File: src/rtl/fir_filter_pipelined_if.sv
// Sample, coefficient-write and result signals of the pipelined FIR filter.
// The master drives samples and coefficient writes. The slave (the filter) returns results.
interface fir_filter_pipelined_if #(
    parameter int TAPS   = 8,
    parameter int DATA_W = 16,
    parameter int COEF_W = 8,
    parameter int OUT_W  = 32
);
    localparam int ADDR_W = $clog2(TAPS);

    logic                     clear_i;
    logic                     in_valid_i;
    logic signed [DATA_W-1:0] in_data_i;
    logic                     coef_we_i;
    logic [ADDR_W-1:0]        coef_addr_i;
    logic signed [COEF_W-1:0] coef_data_i;
    logic signed [OUT_W-1:0]  out_data_o;
    logic                     out_valid_o;
    logic signed [DATA_W-1:0] sample_t_o;

    modport master (
        output clear_i, in_valid_i, in_data_i, coef_we_i, coef_addr_i, coef_data_i,
        input  out_data_o, out_valid_o, sample_t_o
    );

    modport slave (
        input  clear_i, in_valid_i, in_data_i, coef_we_i, coef_addr_i, coef_data_i,
        output out_data_o, out_valid_o, sample_t_o
    );
endinterface

File: src/rtl/fir_filter_pipelined.sv
// Pipelined direct-form FIR filter with runtime-writable coefficients and rounded, saturated or wrapped output.
// Registered products feed a registered sum. A result appears two cycles after its sample is presented.
module fir_filter_pipelined #(
    parameter int TAPS     = 8,
    parameter int DATA_W   = 16,
    parameter int COEF_W   = 8,
    parameter int OUT_W    = 32,
    parameter int SHIFT    = 0,
    parameter int SAT      = 1,
    parameter int COEF_RST = 16
) (
    input  logic clk,
    input  logic rst_n,
    fir_filter_pipelined_if.slave bus
);
    localparam int PROD_W = DATA_W + COEF_W;
    localparam int ACC_W  = PROD_W + $clog2(TAPS);
    localparam int RND_W  = ACC_W + 1;
    localparam logic signed [RND_W-1:0] RND_BIAS = RND_W'((64'sd1 <<< SHIFT) >>> 1);

    logic signed [COEF_W-1:0] coef_q [TAPS];
    logic signed [DATA_W-1:0] dly_q  [TAPS-1];
    logic signed [DATA_W-1:0] tap_in [TAPS];
    logic signed [PROD_W-1:0] prod_d [TAPS];
    logic signed [PROD_W-1:0] prod_q [TAPS];
    logic                     v1_q;
    logic signed [ACC_W-1:0]  acc_sum;
    logic signed [RND_W-1:0]  acc_scaled;
    logic signed [OUT_W-1:0]  out_d;
    logic signed [OUT_W-1:0]  out_q;
    logic                     out_valid_q;

    // NOTE: the coefficient array is a small register file with a defined power-up value, so it sits
    // on the async reset like any other state. A RAM-style array with no reset would come up random.
    always_ff @(posedge clk or negedge rst_n) begin
        if (!rst_n) begin
            for (int k = 0; k < TAPS; k++) coef_q[k] <= COEF_W'(COEF_RST);
        end else if (bus.coef_we_i && (int'(bus.coef_addr_i) < TAPS)) begin
            coef_q[bus.coef_addr_i] <= bus.coef_data_i;
        end
    end

    // NOTE: every variable assigned here gets a value on every pass, so no latch can be inferred.
    always_comb begin
        tap_in[0] = bus.in_data_i;
        for (int k = 1; k < TAPS; k++) tap_in[k] = dly_q[k-1];
        for (int k = 0; k < TAPS; k++) prod_d[k] = PROD_W'(coef_q[k]) * PROD_W'(tap_in[k]);
    end

    // NOTE: all sequential state uses non-blocking assignments, so each shift stage reads the pre-edge value.
    always_ff @(posedge clk or negedge rst_n) begin
        if (!rst_n) begin
            for (int k = 0; k < TAPS-1; k++) dly_q[k] <= '0;
            for (int k = 0; k < TAPS; k++) prod_q[k] <= '0;
            v1_q <= 1'b0;
        end else if (bus.clear_i) begin
            for (int k = 0; k < TAPS-1; k++) dly_q[k] <= '0;
            for (int k = 0; k < TAPS; k++) prod_q[k] <= '0;
            v1_q <= 1'b0;
        end else begin
            v1_q <= bus.in_valid_i;
            if (bus.in_valid_i) begin
                for (int k = 0; k < TAPS-1; k++) dly_q[k] <= tap_in[k];
                for (int k = 0; k < TAPS; k++) prod_q[k] <= prod_d[k];
            end
        end
    end

    always_comb begin
        acc_sum = '0;
        for (int k = 0; k < TAPS; k++) acc_sum = acc_sum + ACC_W'(prod_q[k]);
        acc_scaled = (RND_W'(acc_sum) + RND_BIAS) >>> SHIFT;
    end

    // Saturation only matters when the scaled accumulator can exceed the output range.
    if (OUT_W >= RND_W) begin : g_wide
        assign out_d = OUT_W'(acc_scaled);
    end else if (SAT != 0) begin : g_sat
        localparam logic signed [RND_W-1:0] OUT_MAX = RND_W'((64'sd1 <<< (OUT_W-1)) - 1);
        localparam logic signed [RND_W-1:0] OUT_MIN = -OUT_MAX - RND_W'(1);
        always_comb begin
            if (acc_scaled > OUT_MAX)      out_d = OUT_MAX[OUT_W-1:0];
            else if (acc_scaled < OUT_MIN) out_d = OUT_MIN[OUT_W-1:0];
            else                           out_d = acc_scaled[OUT_W-1:0];
        end
    end else begin : g_wrap
        assign out_d = acc_scaled[OUT_W-1:0];
    end

    always_ff @(posedge clk or negedge rst_n) begin
        if (!rst_n) begin
            out_q       <= '0;
            out_valid_q <= 1'b0;
        end else if (bus.clear_i) begin
            out_valid_q <= 1'b0;
        end else begin
            out_valid_q <= v1_q;
            if (v1_q) out_q <= out_d;
        end
    end

    assign bus.out_data_o  = out_q;
    assign bus.out_valid_o = out_valid_q;
    assign bus.sample_t_o  = dly_q[0];
endmodule

File: src/flat_wrapper.sv
// flat-port wrapper written by rule: the top's interface ports become plain ports
module fir_filter_pipelined_flat 
#(
    parameter int TAPS     = 8,
    parameter int DATA_W   = 16,
    parameter int COEF_W   = 8,
    parameter int OUT_W    = 32,
    parameter int SHIFT    = 0,
    parameter int SAT      = 1,
    parameter int COEF_RST = 16
)
  (clk, rst_n, bus_clear_i, bus_in_valid_i, bus_in_data_i, bus_coef_we_i, bus_coef_addr_i, bus_coef_data_i, bus_out_data_o, bus_out_valid_o, bus_sample_t_o);
  fir_filter_pipelined_if #(.TAPS(TAPS), .DATA_W(DATA_W), .COEF_W(COEF_W), .OUT_W(OUT_W)) bus_i ();
  input  logic clk;
  input  logic rst_n;
  input wire logic [$bits(bus_i.clear_i)-1:0] bus_clear_i;
  input wire logic [$bits(bus_i.in_valid_i)-1:0] bus_in_valid_i;
  input wire logic [$bits(bus_i.in_data_i)-1:0] bus_in_data_i;
  input wire logic [$bits(bus_i.coef_we_i)-1:0] bus_coef_we_i;
  input wire logic [$bits(bus_i.coef_addr_i)-1:0] bus_coef_addr_i;
  input wire logic [$bits(bus_i.coef_data_i)-1:0] bus_coef_data_i;
  output wire logic [$bits(bus_i.out_data_o)-1:0] bus_out_data_o;
  output wire logic [$bits(bus_i.out_valid_o)-1:0] bus_out_valid_o;
  output wire logic [$bits(bus_i.sample_t_o)-1:0] bus_sample_t_o;
  assign bus_i.clear_i = bus_clear_i;
  assign bus_i.in_valid_i = bus_in_valid_i;
  assign bus_i.in_data_i = bus_in_data_i;
  assign bus_i.coef_we_i = bus_coef_we_i;
  assign bus_i.coef_addr_i = bus_coef_addr_i;
  assign bus_i.coef_data_i = bus_coef_data_i;
  assign bus_out_data_o = bus_i.out_data_o;
  assign bus_out_valid_o = bus_i.out_valid_o;
  assign bus_sample_t_o = bus_i.sample_t_o;
  fir_filter_pipelined #(.TAPS(TAPS), .DATA_W(DATA_W), .COEF_W(COEF_W), .OUT_W(OUT_W), .SHIFT(SHIFT), .SAT(SAT), .COEF_RST(COEF_RST)) u_core (.clk(clk), .rst_n(rst_n), .bus(bus_i));
endmodule
File: config.mk
export PLATFORM = sky130hd
export DESIGN_NAME = fir_filter_pipelined_flat
export DESIGN_NICKNAME = d
export VERILOG_FILES = /design/src/rtl/fir_filter_pipelined_if.sv /design/src/rtl/fir_filter_pipelined.sv /design/src/flat_wrapper.sv
export SDC_FILE = /design/constraint.sdc
export NUM_CORES = 2
export LEC_CHECK = 0
export ABC_CLOCK_PERIOD_IN_PS = 17900
export CORE_AREA = 5 5 360 362
export CTS_CLUSTER_DIAMETER = 60
export DETAILED_ROUTE_END_ITERATION = 6
export DIE_AREA = 0 0 365 367
export HOLD_SLACK_MARGIN = 0.05
export MAX_ROUTING_LAYER = met4
export SETUP_SLACK_MARGIN = 0.2
export SYNTH_ARGS = -nofsm -noshare
export SYNTH_HDL_FRONTEND = slang
export SYNTH_SLANG_ARGS = --single-unit
File: constraint.sdc
create_clock -name clk -period 17.9 [get_ports clk]
set_clock_uncertainty 0.05 [all_clocks]
set_input_delay 3.58 -clock clk [delete_from_list [all_inputs] [get_ports clk]]
set_output_delay 3.58 -clock clk [all_outputs]
set_load 0.02 [all_outputs]
==> impl_results.md <==
* Drt wl/cell at 20.2 um
* DRC Markers at 0
* Hold slack at 0.413 ns
* Max Cap Viol at 0
* Sequential area share after synthesis at 17.6%
* Routed via count at 39300
* Mapped Nets at 7324
* TritonCTS clock tree: done
* PortBufs at 80
* Slew Limit Fails at 0
* YS warnings at 0
* Initial cell density of the core at 44.6%
* Worst VDD drop at 0.000160 V
* Total power density per cell area at 127 mW/mm^2
* Post-synth EDFFs at 0
* Multi-input combinational cell area at 0.0409 mm^2
* Worst min path class: flop to flop
* Worst reg2reg startpoint: u_core.prod_q[121]
* Largest net degree at the start of global routing at 132
* GP Congestion at 0.888
* Total power at 7.66 mW
* Vias in the first global route at 41200
* Inserted Clock Buffers at 57
* First-pass GRT wire length at 244 mm
* Initial antenna violation count at 13
* Tcrit/Tclk final at 45.1%
* Yosys reg bits at 397
* Routed WL at 152 mm
* WP data required at 18.35 ns
* Tmin final at 8.08 ns
* FF-to-FF setup slack at 10.84 ns
* Setup tns final at 0 ns
* Register area at 0.00994 mm^2
* Arr. time, crit path at 8.54 ns
* Die Width at 365 um
* Final setup viols at 0
* Clk sinks at 397
* Post-CTS resize count at 0
* Routed vias/inst at 5.20
* # rows at 131
* Clock slew at reported path FFs at 0.06 ns
* Slew @ Worst Pin at 1.04 ns
* Cells after Synth at 5933
* CP Launch Type: primary input
* Worst Setup Path Type: primary input to flop
* Share of layout cells above drive strength 1 at 4.19%
* Clock latency on the worst-skew pair at 0.68 ns
* FILL cells at 12000
* Setup bufs post-CTS at 0
* Worst slew margin at 30.6%
* Reg-to-Reg End: u_core.bus.out_data_o[20]
* Unrepaired setup endpoints after global routing: no
* Hold Path Stages at 2
* Hold Path End: u_core.bus.out_data_o[9]
* IO Pins at 81
* Highest Clock Rate at 124 MHz
* First drt pass iteration count at 5
* Die Y-Extent at 367 um
* Outcome: completed
* Clock buffer depth at 3
* Synth Flop Type: dfrtp_1
* CTS Hold Bufs at 0
* Hold_sp: u_core.bus.out_data_o[9]
* Syn Std Cell Area at 0.0563 mm^2
* Fin. Hold Viols at 0
* Overall routing resource usage at 24.1%
* Core box area at 0.126 mm^2
* Nets at 7218
* Worst Setup SP: bus_in_data_i[7]
* CP max FO at 9
* Full die area at 0.134 mm^2
* Async SR Flop Fraction at 100%
* Critical path capture point type: flop
* H-tree Lvls at 2
* DRT antenna net count at 0
* Pleak at 29.0 nW
* Placed wire-length estimate at 119 mm
* Syn Area/Cell at 9.50 um^2
* Synthesis-to-layout area growth at 7.49%
* Initial DRC count at 2531
* Gr ovfl total at 0
* CTS root buf: clkbuf_16
* Netlist cell types at 76
* R2R cell count at 29
synth_stat cells (133+ instances only):
| cell type | count | area, um^2 |
|---|---|---|
| nor2_1 | 342 | 1280 |
| fa_1 | 950 | 19000 |
| dfrtp_1 | 389 | 9730 |
| mux2i_1 | 185 | 1850 |
| inv_1 | 1166 | 4380 |
| nand2b_1 | 133 | 832 |
| o21ai_0 | 141 | 706 |
| xnor2_1 | 151 | 1320 |
| nand2_1 | 462 | 1730 |
| a21oi_1 | 144 | 721 |
| and2_1 | 598 | 3740 |
| ha_1 | 409 | 5120 |
| clkbuf_1 | 203 | 762 |
cells by family after synthesis:
logic type,synth area share [%]
and+or+nand+nor,15.3
xor gates and xnor gates,3.51
AOI/OAI and AO/OA,6.50
buffers and inverters,9.76
DFF,17.6
muxes,4.49
adders and majority gates,42.8
worst max-delay path by stage:
stage                               endpoint  cells after the start
final                     u_core.prod_q[191]                     18
after global routing      u_core.prod_q[188]                     19
after CTS                 u_core.prod_q[191]                     18
after detailed placement  u_core.prod_q[191]                     18
after global placement    u_core.prod_q[191]                     18
after floorplan           u_core.prod_q[188]                     16
cells in the final DEF (no fill, tap or decap), types with 11 or more instances in the layout:
cell,synthesis,routed
nand2b_1,133,131
inv_1,1166,1165
nor2b_1,19,19
and3_1,17,17
o21ai_1,20,20
nor3_1,59,58
dfrtp_1,389,389
mux2_2,60,60
xnor2_1,151,151
bufinv_16,0,13
or3_1,11,11
clkbuf_16,0,58
and2_1,598,598
o21ai_0,141,141
nand3_1,30,30
nand2_1,462,462
a31oi_1,16,16
a21oi_1,144,144
o21bai_1,27,27
nand4_1,12,12
a211oi_1,24,24
clkdlybuf4s50_1,0,75
mux2i_1,185,185
buf_4,21,28
ha_1,409,409
nor2_1,342,341
a21o_1,66,66
o21a_1,22,22
xor2_1,75,75
fa_1,950,950
where the power goes:
part	total (mW)	internal [mW]	switching (mW)
Clock	1.31	0.819	0.494
Sequential	1.35	1.04	0.318
Combinational	5.00	1.97	3.02
Total	7.66	3.83	3.83
worst max-delay path: stages:
cell and delay (ns):
clkdlybuf4s50_1 0.62, and2_1 0.29, fa_1 0.51, inv_1 0.06
fa_1 0.48, fa_1 0.49, inv_1 0.05, fa_1 0.45
ha_1 0.40, a21o_1 0.17, nor3_1 0.05, o21ai_0 0.20
a21oi_1 0.23, nor3b_1 0.44, o22ai_1 0.16, xnor2_1 0.16
mux2i_1 0.13, nor2_1 0.06
registers in the layout, indices dropped and copies added, names as in the netlist:
signal                  flops
u_core.v1_q                 1
u_core.coef_q              64
u_core.dly_q               96
u_core.bus.out_data_o      27
u_core.bus.out_valid_o      1
u_core.prod_q             192
u_core.bus.sample_t_o      16
layout make-up:
cell class	count	area share [%]
multi-input cells	4096	67.6
flip-flops and latches	397	16.4
inverters	1166	7.23
well taps	1662	3.43
clock buffers	70	2.57
repair buffers	109	1.71
clock inverters	38	1.05
diodes	9	0.0372
stage by stage:
stage          utilization [%]  worst slack [ns]  std cells  cell area, um^2
3_5_place_dp              46.2              9.20       7430            58400
4_1_cts                   47.9              9.91       7538            60500
3_3_place_gp              46.2              9.22       7430            58400
2_1_floorplan                -             10.34       5933            56300
5_1_grt                   47.9              9.52       7542            60600
6_report                  47.9              9.82       7547            60600
metal layers:
metal	vias up	GRT usage (%)	part of all wire (%)	wire length, um
met2	867	38.4	47	72000
met1	20300	33.4	45	68400
met4	0	5.26	2.4	3630
li1	17900	-	-	-
met5	-	-	0	0
met3	143	3.10	5.4	8280
(Power assumes the default switching activity.)
